<file path="src/rtl/iot_riscv_dbg_ctrl.sv">
// Run-control sequencer between the debug host and the core's breakpoint/halt unit.
// Optional feature: define IOT_RISCV_DBG_CTRL_TIMEOUT_EN to force a halt when a wait state stalls.
module iot_riscv_dbg_ctrl #(
    parameter int unsigned timeout_cycles_p = 1024
) (
    input  logic       main_clk_i,
    input  logic       main_rst_i,
    input  logic       cmd_valid_i,
    output logic       cmd_ready_o,
    input  logic [1:0] cmd_i,
    input  logic       debug_halt_i,
    input  logic       debug_halt_data_i,
    input  logic       debug_single_step_i,
    input  logic       riscv_debug_break_i,
    output logic       riscv_debug_pause_o,
    output logic       riscv_debug_step_o,
    output logic       halted_o,
    output logic [2:0] cause_o,
    output logic       halt_evt_o,
    output logic       cmd_err_o
);

    typedef enum logic [1:0] {CmdHalt, CmdResume, CmdStep, CmdClear} cmd_e;

    typedef enum logic [2:0] {
        StRun, StHaltWait, StHalted, StRelease, StReleaseWait, StStepPulse, StStepArm, StStepWait
    } state_e;

    localparam logic [2:0] CauseNone    = 3'd0;
    localparam logic [2:0] CausePause   = 3'd1;
    localparam logic [2:0] CauseInstr   = 3'd2;
    localparam logic [2:0] CauseData    = 3'd3;
    localparam logic [2:0] CauseEbreak  = 3'd4;
    localparam logic [2:0] CauseStep    = 3'd5;
    localparam logic [2:0] CauseTimeout = 3'd6;

    if (timeout_cycles_p < 2) begin : g_bad_timeout
        $error("timeout_cycles_p must be at least 2");
    end

    state_e     state;
    logic [2:0] pending;
    logic       cmd_acc;
    logic       timeout_hit;

    assign cmd_acc = cmd_valid_i & cmd_ready_o;

`ifdef IOT_RISCV_DBG_CTRL_TIMEOUT_EN
    localparam int unsigned CntW = $clog2(timeout_cycles_p + 1);

    logic [CntW-1:0] cnt;
    logic            wait_st;
    logic            arm_done;

    assign wait_st     = (state == StHaltWait) || (state == StStepArm) || (state == StStepWait);
    assign arm_done    = (state == StStepArm) && debug_single_step_i;
    assign timeout_hit = wait_st && (cnt == CntW'(timeout_cycles_p - 1));

    // Outside the wait states the count sits at zero, so every entry starts fresh.
    always_ff @(posedge main_clk_i) begin
        if (main_rst_i || !wait_st || arm_done) begin
            cnt <= '0;
        end else begin
            cnt <= cnt + CntW'(1);
        end
    end
`else
    assign timeout_hit = 1'b0;
`endif

    always_ff @(posedge main_clk_i) begin
        if (main_rst_i) begin
            state               <= StRun;
            pending             <= CauseNone;
            cmd_ready_o         <= 1'b0;
            riscv_debug_pause_o <= 1'b0;
            riscv_debug_step_o  <= 1'b0;
            halted_o            <= 1'b0;
            cause_o             <= CauseNone;
            halt_evt_o          <= 1'b0;
            cmd_err_o           <= 1'b0;
        end else begin
            halt_evt_o         <= 1'b0;
            riscv_debug_step_o <= 1'b0;
            cmd_ready_o        <= 1'b0;
            unique case (state)
                StRun: begin
                    cmd_ready_o <= 1'b1;
                    if (cmd_acc && (cmd_i == CmdClear)) begin
                        cmd_err_o <= 1'b0;
                        cause_o   <= CauseNone;
                    end
                    if (cmd_acc && ((cmd_i == CmdResume) || (cmd_i == CmdStep))) begin
                        cmd_err_o <= 1'b1;
                    end
                    // Breakpoints outrank a concurrent command; the command is still consumed.
                    if (debug_halt_data_i || debug_halt_i) begin
                        state               <= StHalted;
                        cause_o             <= debug_halt_data_i ? CauseData : CauseInstr;
                        riscv_debug_pause_o <= 1'b1;
                        halted_o            <= 1'b1;
                        halt_evt_o          <= 1'b1;
                    end else if (riscv_debug_break_i) begin
                        state               <= StHaltWait;
                        pending             <= CauseEbreak;
                        riscv_debug_pause_o <= 1'b1;
                        cmd_ready_o         <= 1'b0;
                    end else if (cmd_acc && (cmd_i == CmdHalt)) begin
                        state               <= StHaltWait;
                        pending             <= CausePause;
                        riscv_debug_pause_o <= 1'b1;
                        cmd_ready_o         <= 1'b0;
                    end
                end
                StHaltWait: begin
                    if (debug_halt_i || debug_halt_data_i || timeout_hit) begin
                        state               <= StHalted;
                        cause_o             <= (debug_halt_i || debug_halt_data_i) ?
                                               pending : CauseTimeout;
                        riscv_debug_pause_o <= 1'b1;
                        halted_o            <= 1'b1;
                        halt_evt_o          <= 1'b1;
                        cmd_ready_o         <= 1'b1;
                    end
                end
                StHalted: begin
                    cmd_ready_o <= 1'b1;
                    if (cmd_acc) begin
                        unique case (cmd_i)
                            CmdResume: begin
                                state               <= StRelease;
                                riscv_debug_pause_o <= 1'b0;
                                halted_o            <= 1'b0;
                                cmd_ready_o         <= 1'b0;
                            end
                            CmdStep: begin
                                state       <= StStepPulse;
                                halted_o    <= 1'b0;
                                cmd_ready_o <= 1'b0;
                            end
                            CmdClear: begin
                                cmd_err_o <= 1'b0;
                                cause_o   <= CauseNone;
                            end
                            default: ;
                        endcase
                    end
                end
                StRelease: begin
                    riscv_debug_step_o <= 1'b1;
                    state              <= StReleaseWait;
                end
                StReleaseWait: begin
                    // Halt lines are ignored while the release pulse is still on the wire.
                    if (!riscv_debug_step_o && !debug_halt_i && !debug_halt_data_i) begin
                        state       <= StRun;
                        cmd_ready_o <= 1'b1;
                    end
                end
                StStepPulse: begin
                    riscv_debug_step_o <= 1'b1;
                    state              <= StStepArm;
                end
                StStepArm: begin
                    if (debug_single_step_i) begin
                        state <= StStepWait;
                    end else if (timeout_hit) begin
                        state       <= StHalted;
                        cause_o     <= CauseTimeout;
                        halted_o    <= 1'b1;
                        halt_evt_o  <= 1'b1;
                        cmd_ready_o <= 1'b1;
                    end
                end
                StStepWait: begin
                    if ((!debug_single_step_i && debug_halt_i) || timeout_hit) begin
                        state       <= StHalted;
                        cause_o     <= (!debug_single_step_i && debug_halt_i) ?
                                       CauseStep : CauseTimeout;
                        halted_o    <= 1'b1;
                        halt_evt_o  <= 1'b1;
                        cmd_ready_o <= 1'b1;
                    end
                end
                default: begin
                    state <= StRun;
                end
            endcase
        end
    end

endmodule
</file>
<file path="config.mk">
export PLATFORM = sky130hd
export DESIGN_NAME = iot_riscv_dbg_ctrl
export DESIGN_NICKNAME = d
export VERILOG_FILES = /design/src/rtl/iot_riscv_dbg_ctrl.sv
export SDC_FILE = /design/constraint.sdc
export NUM_CORES = 1
export LEC_CHECK = 0
export BUFFER_PORTS_ARGS = -buffer_cell sky130_fd_sc_hd__buf_2
export CAP_MARGIN = 25
export CORE_ASPECT_RATIO = 1.4
export CORE_MARGIN = 4
export CORE_UTILIZATION = 35
export DETAILED_ROUTE_END_ITERATION = 7
export HOLD_SLACK_MARGIN = 0.1
export PLACE_DENSITY = 0.56
export REMOVE_ABC_BUFFERS = 1
export SYNTH_ARGS = -nofsm -noshare
export SYNTH_HDL_FRONTEND = slang
export SYNTH_SLANG_ARGS = --single-unit
export TNS_END_PERCENT = 30
</file>
<file path="constraint.sdc">
create_clock -name main_clk_i -period 4 [get_ports main_clk_i]
set_clock_uncertainty 0.2 [all_clocks]
set_input_delay 0.2 -clock main_clk_i [delete_from_list [all_inputs] [get_ports main_clk_i]]
set_output_delay 0.2 -clock main_clk_i [all_outputs]
set_load 0.05 [all_outputs]
</file>
==> results.sh, run 1 <==
export IMPL_io_buffers=17
export IMPL_highest_layer="met4"
export IMPL_wl_met1_um=1168
export IMPL_cp_required_ps=4010
export IMPL_cts_root_buffer="clkbuf_4"
export IMPL_drt_iter0_drc=16
export IMPL_synth_cells=127
export IMPL_cts_tree="done"
export IMPL_grt_pass1_wl_um=4257
export IMPL_overflow=0
export IMPL_max_cap_violations=0
export IMPL_finalHoldViolations=0
export IMPL_antenna_left=0
export IMPL_drive_gt1_share_pct=20.98
export IMPL_power_mw=0.7541
export IMPL_num_antenna_cells=0
export IMPL_io_pin_count=18
export IMPL_peakVddDrop_mv=0.3134
export IMPL_final_core_util_pct=42.88
export IMPL_final_cell_count_no_fill=179
export IMPL_vias_per_cell=5.559
export IMPL_wire_per_inst_um=15.08
export IMPL_grt_setup_unrepaired="false"
export IMPL_fin_ws_ps=1465
export IMPL_place_inst=173
export IMPL_status="finished, final reports clean"
export IMPL_place_ws_ps=1502
export IMPL_area_growth_pct=15.24
export IMPL_die_w_um=53.03
export IMPL_worst_hold_path_type="input pin to flip-flop"
export IMPL_fin_crit_sh_pct=63.37
export IMPL_clk_latency_ps=290
export IMPL_wl_met3_um=65
export IMPL_dieArea_um2=3767
export IMPL_start_util_pct=37.21
export IMPL_fp_dieH_um=71.04
export IMPL_synth_simple_area_share_pct=27.96
export IMPL_route_met2_wl_um=1376
export IMPL_fin_nets=157
export IMPL_period_needed_ps=2535
export IMPL_max_slew_margin_pct=42.75
export IMPL_worstPathMaxFanout=24
export IMPL_yosys_area_share_adder_pct=5.038
export IMPL_yosys_area_share_xor_xnor_pct=1.763
export IMPL_cts_buffers=3
export IMPL_worst_hold_slack_ps=140.5
export IMPL_routed_wl_um=2699
export IMPL_r2r_slack_ps=1470
export IMPL_power_density_nw_per_um2=658.7
export IMPL_firstDrtPassIters=4
export IMPL_worstSetupStartpointType="flip-flop"
export IMPL_yosysSeqAreaShare_pct=28.21
export IMPL_finalSetupViolCount=0
export IMPL_cts_clk_slew_worst_paths_ps=90
export IMPL_core_area_um2=2670
export IMPL_dp_hpwl_um=1984
export IMPL_max_freq_mhz=394.5
export IMPL_clk_path_buf_depth=2
export IMPL_synth_compound_area_share_pct=26.95
export IMPL_antenna_found_initial=0
export IMPL_dpl_instance_area_um2=1089
export IMPL_synth_top_area_cell="dfxtp_1"
export IMPL_h_tree_depth=1
export IMPL_worst_pin_slew_ps=857.6
export IMPL_grt_util_all_layers_pct=15.05
export IMPL_drc_errors=0
export IMPL_synth_top_family_by_area="simple AND/OR/NAND/NOR gates"
export IMPL_cp_end_kind="flip-flop"
export IMPL_cts_sinks=14
export IMPL_arrival_ps=2550
export IMPL_grt_max_degree=25
export IMPL_postLayoutCellArea_um2=1145
export IMPL_synth_top_area_share_pct=28.21
export IMPL_yosysUniqueCellTypes=45
export IMPL_path_class="flip-flop to flip-flop"
export IMPL_report_final_slew_viol_count=0
export IMPL_synth_avg_cell_area_um2=7.822
export IMPL_ys_ff_latch=14
export IMPL_power_leakage_nw=0.4484
export IMPL_syn_area_um2=993.5
export IMPL_fin_tns_setup_ps=0
export IMPL_cts_setup_buffers=0
export IMPL_synth_mux_area_share_pct=4.282
export IMPL_yosysWarnings=0
export IMPL_gp_congestion=0.8088
export IMPL_num_rows=22
export IMPL_netlist_top_cells_area="dfxtp_1, nor2_1, a21oi_1"
export IMPL_grt_pass1_vias=925
export IMPL_vias=995
logic make-up after synthesis:
kind of cell             Yosys count
buffers and inverters             12
AND/OR/NAND/NOR                   52
multiplexers                       4
XOR/XNOR                           2
adder cells (fa/ha/maj)            4
flip-flops                        14
AO/OA/AOI/OAI                     39
final timing paths:
kind	startpoint	end	depth (start not counted)
setup / recovery	state[2]$_SDFFE_PP0P_	state[1]$_SDFFE_PP0P_	5
hold reg to reg	cause_o[1]$_SDFFE_PP0P_	cause_o[1]$_SDFFE_PP0P_	2
hold / removal	debug_single_step_i	halt_evt_o$_SDFF_PP0_	4
setup reg to reg	state[2]$_SDFFE_PP0P_	state[1]$_SDFFE_PP0P_	5
report_power, final:
part	switching (mW)	internal, mW	leakage [nW]
sequential	0.0706	0.176	0.115
combinational	0.259	0.142	0.312
clock	0.0500	0.0555	0.0210
worst max-delay path, stage by stage, from the launching register on:
cell,delay (ps)
dfxtp_1,890
nand2_2,210
nor4b_4,290
o32ai_1,220
or3_1,420
a311oi_2,230
synthesized netlist by cell type (all sizes together):
cell     number
or4           1
a21o          1
clkbuf        3
nor3          6
nor4b         1
a2bb2oi       2
or3           2
nand2b        1
nand4         1
a311oi        3
o221ai        1
a22oi         1
o32ai         1
a21boi        1
and3          2
nand3         5
a21oi        11
a31oi         3
and2b         1
or2           1
inv           4
nor2         15
o22ai         1
a221oi        1
a2111oi       2
nor2b         4
nand2        12
mux2          2
dfxtp        14
xnor2         2
o21ai         6
a211o         1
mux2i         2
buf           5
a211oi        1
a32oi         1
o31ai         1
ha            4
o41ai         1
routing by layer:
metal  track usage, %  up-vias
met5                0        -
met1            17.52      464
met2            25.00       17
met4            7.670        0
li1                 -      503
met3            3.368       11
state kept, by name (all words and copies together), names as in the netlist:
register	cells
cmd_ready_o	1
cause_o	3
halt_evt_o	1
cmd_err_o	1
riscv_debug_pause_o	1
halted_o	1
state	3
riscv_debug_step_o	1
pending	2
placed cells by master (no fill, tap or decap), types with 2 or more instances in the layout:
| cell type | n |
|---|---|
| a31oi_1 | 3 |
| nand3_1 | 5 |
| inv_1 | 3 |
| dlygate4sd3_1 | 2 |
| mux2_2 | 2 |
| buf_2 | 17 |
| nor2_1 | 15 |
| mux2i_1 | 2 |
| ha_1 | 4 |
| a2111oi_0 | 2 |
| clkbuf_4 | 3 |
| xnor2_1 | 2 |
| or3_1 | 2 |
| a311oi_1 | 2 |
| and3_1 | 2 |
| nor2b_1 | 4 |
| nor3_1 | 5 |
| nand2_1 | 11 |
| a21oi_1 | 11 |
| o21ai_0 | 6 |
| a2bb2oi_1 | 2 |
| dfxtp_1 | 14 |
final cells by class:
| class | instances | area [µm²] |
|---|---|---|
| inverters | 4 | 15.01 |
| multi-input cells | 101 | 655.6 |
| clock buffers | 4 | 36.28 |
| fillers | 299 | 1525 |
| flip-flops and latches | 14 | 280.3 |
| well taps | 36 | 45.04 |
| repair buffers | 20 | 112.6 |
repair_timing:
item,in CTS,in global routing
hold endpoints to repair,8,0
endpoints found under the setup margin,0,0
gates resized for setup,0,0
hold buffers,2,0
(Power assumes the default switching activity.)
==> run 2: changes to the inputs <==
==> constraint.sdc (replaced) <==
create_clock -name main_clk_i -period 2.4 [get_ports main_clk_i]
set_clock_uncertainty 0.2 [all_clocks]
set_input_delay 0.12 -clock main_clk_i [delete_from_list [all_inputs] [get_ports main_clk_i]]
set_output_delay 0.12 -clock main_clk_i [all_outputs]
set_load 0.05 [all_outputs]
==> run 2 against run 1 <==
Against the previous run: utilization increased by 2.6 points; final area increased by 6.1%; non-clock buffer count increased by 8; clock-buffer cell count unchanged; critical path type unchanged; largest cell class unchanged; largest power group unchanged; highest routed layer unchanged.
==> results.sh, run 2 (same netlist as run 1, synthesis figures left out) <==
export IMPL_grt_max_degree=16
export IMPL_p_int_mw=0.6694
export IMPL_cp_slowest_cell="dlygate4sd3_1"
export IMPL_worst_hold_slack_ps=120.5
export IMPL_fin_nets=165
export IMPL_crit_start="state[1]$_SDFFE_PP0P_"
export IMPL_power_mw=1.327
export IMPL_finalHoldViolations=0
export IMPL_vias_per_cell=5.567
export IMPL_vias=1041
export IMPL_dieArea_um2=3767
export IMPL_fp_dieH_um=71.04
export IMPL_report_final_slew_viol_count=0
export IMPL_routed_wl_um=2730
export IMPL_netSwitchingFraction_pct=49.55
export IMPL_die_w_um=53.03
export IMPL_seqPwrFrac_pct=27.4
export IMPL_grt_setup_unrepaired="false"
export IMPL_gp_congestion=0.8466
export IMPL_clk_path_buf_depth=2
export IMPL_critPathMaxStageDelay_ps=580
export IMPL_cts_clk_slew_worst_paths_ps=90
export IMPL_firstDrtPassIters=6
export IMPL_antenna_found_initial=0
export IMPL_max_slew_margin_pct=71.84
export IMPL_path_class="flip-flop to flip-flop"
export IMPL_fin_ws_ps=265.6
export IMPL_cp_required_ps=2430
export IMPL_grt_pass1_wl_um=4547
export IMPL_grt_pass1_vias=1019
export IMPL_core_area_um2=2670
export IMPL_dp_hpwl_um=2060
export IMPL_worst_pin_slew_ps=411.7
export IMPL_max_cap_violations=0
export IMPL_drt_iter0_drc=40
export IMPL_worstSetupStartpointType="flip-flop"
export IMPL_period_needed_ps=2134
export IMPL_num_rows=22
export IMPL_finalSetupViolCount=0
export IMPL_num_antenna_cells=0
export IMPL_worstPathMaxFanout=11
export IMPL_max_freq_mhz=468.5
export IMPL_cts_root_buffer="clkbuf_4"
export IMPL_clockPowerShare_pct=13.6
export IMPL_io_pin_count=18
export IMPL_wire_per_inst_um=14.60
export IMPL_power_switching_mw=0.6574
export IMPL_area_growth_pct=22.29
export IMPL_fin_tns_setup_ps=0
export IMPL_drc_errors=0
export IMPL_reg_top3="cause_o (3), state (3), pending (2)"
export IMPL_clk_latency_ps=290
export IMPL_antenna_left=0
export IMPL_cts_sinks=14
export IMPL_crit_chain="buf_4 > nor2_2 > a31oi_1 > a311oi_1 > dlygate4sd3_1"
export IMPL_status="finished, final reports clean"
export IMPL_layout_common_cells="buf_2, nor2_1, dfxtp_1"
export IMPL_io_buffers=17
export IMPL_cp_end_kind="flip-flop"
export IMPL_p_comb_share_pct=59.0
export IMPL_overflow=0
export IMPL_fin_crit_sh_pct=88.93
export IMPL_worstReg2RegStart="state[1]$_SDFFE_PP0P_"
export IMPL_cts_tree="done"
export IMPL_start_util_pct=37.21
export IMPL_layout_commonest_cell="buf_2"
export IMPL_cts_setup_buffers=0
export IMPL_cts_buffers=3
export IMPL_h_tree_depth=1
export IMPL_arrival_ps=2170
export IMPL_grt_util_all_layers_pct=16.13
export IMPL_peakVddDrop_mv=0.4811
export IMPL_power_density_nw_per_um2=1092
export IMPL_hp_start="debug_halt_i"
export IMPL_place_ws_ps=379.1
export IMPL_drive_gt1_share_pct=23.84
export IMPL_power_leakage_nw=0.4898
export IMPL_worst_hold_path_type="input pin to flip-flop"
==> run 2: power by group through the flow <==
stage	logic (mW)	clock network, mW	registers, mW
after global routing	0.858	0.193	0.374
final	0.783	0.181	0.363
after CTS	0.778	0.185	0.363
after detailed placement	0.771	0	0.368
after floorplan	0.351	0	0.549
after global placement	0.769	0	0.367
==> run 2: final timing paths <==
check                       endpoint  slack, ps  depth (start not counted)
max          pending[0]$_SDFFE_PP0P_        270                          5
min reg2reg  cause_o[2]$_SDFFE_PP0P_        250                          2
max reg2reg  pending[0]$_SDFFE_PP0P_        270                          5
min          pending[2]$_SDFFE_PP0P_        120                          5
==> run 2: timing repair <==
| item | CTS | global route |
|---|---|---|
| gates resized for setup | 0 | 1 |
| hold buffers | 5 | 0 |
| endpoints found under the hold margin | 13 | 0 |
| setup endpoints to repair | 0 | 1 |
==> run 2: critical path: cells and delay by family, from the launching register on <==
family / cells / cell delay [ps]
AND/OR/NAND/NOR: 1 / 260
buffers and inverters: 2 / 810
AO/OA/AOI/OAI: 2 / 370
flip-flops: 1 / 440
==> run 2: metal layers <==
layer  global-route usage (%)  wire length, µm  vias to the layer above
li1                         -                -                      521
met1                    19.16             1191                      482
met2                    25.97             1342                       26
met3                    2.947               87                       12
met4                    9.943              108                        0
met5                        0                0                        -
==> run 2: through the flow <==
| step | std cells | utilization [%] | instance area [µm²] |
|---|---|---|---|
| global placement | 178 | 42.17 | 1126 |
| floorplan | 119 | - | 950.9 |
| finish | 187 | 45.50 | 1215 |
| CTS | 187 | 45.41 | 1212 |
| global route | 187 | 45.50 | 1215 |
| detailed placement | 178 | 42.17 | 1126 |
==> run 2: cell type report <==
cell class	count	area, µm²
fill	290	1455
sequential	14	280.3
timing repair buffer	28	180.2
clock buffer	4	36.28
tap	36	45.04
multi-input combinational	101	658.1
inverter	4	15.01
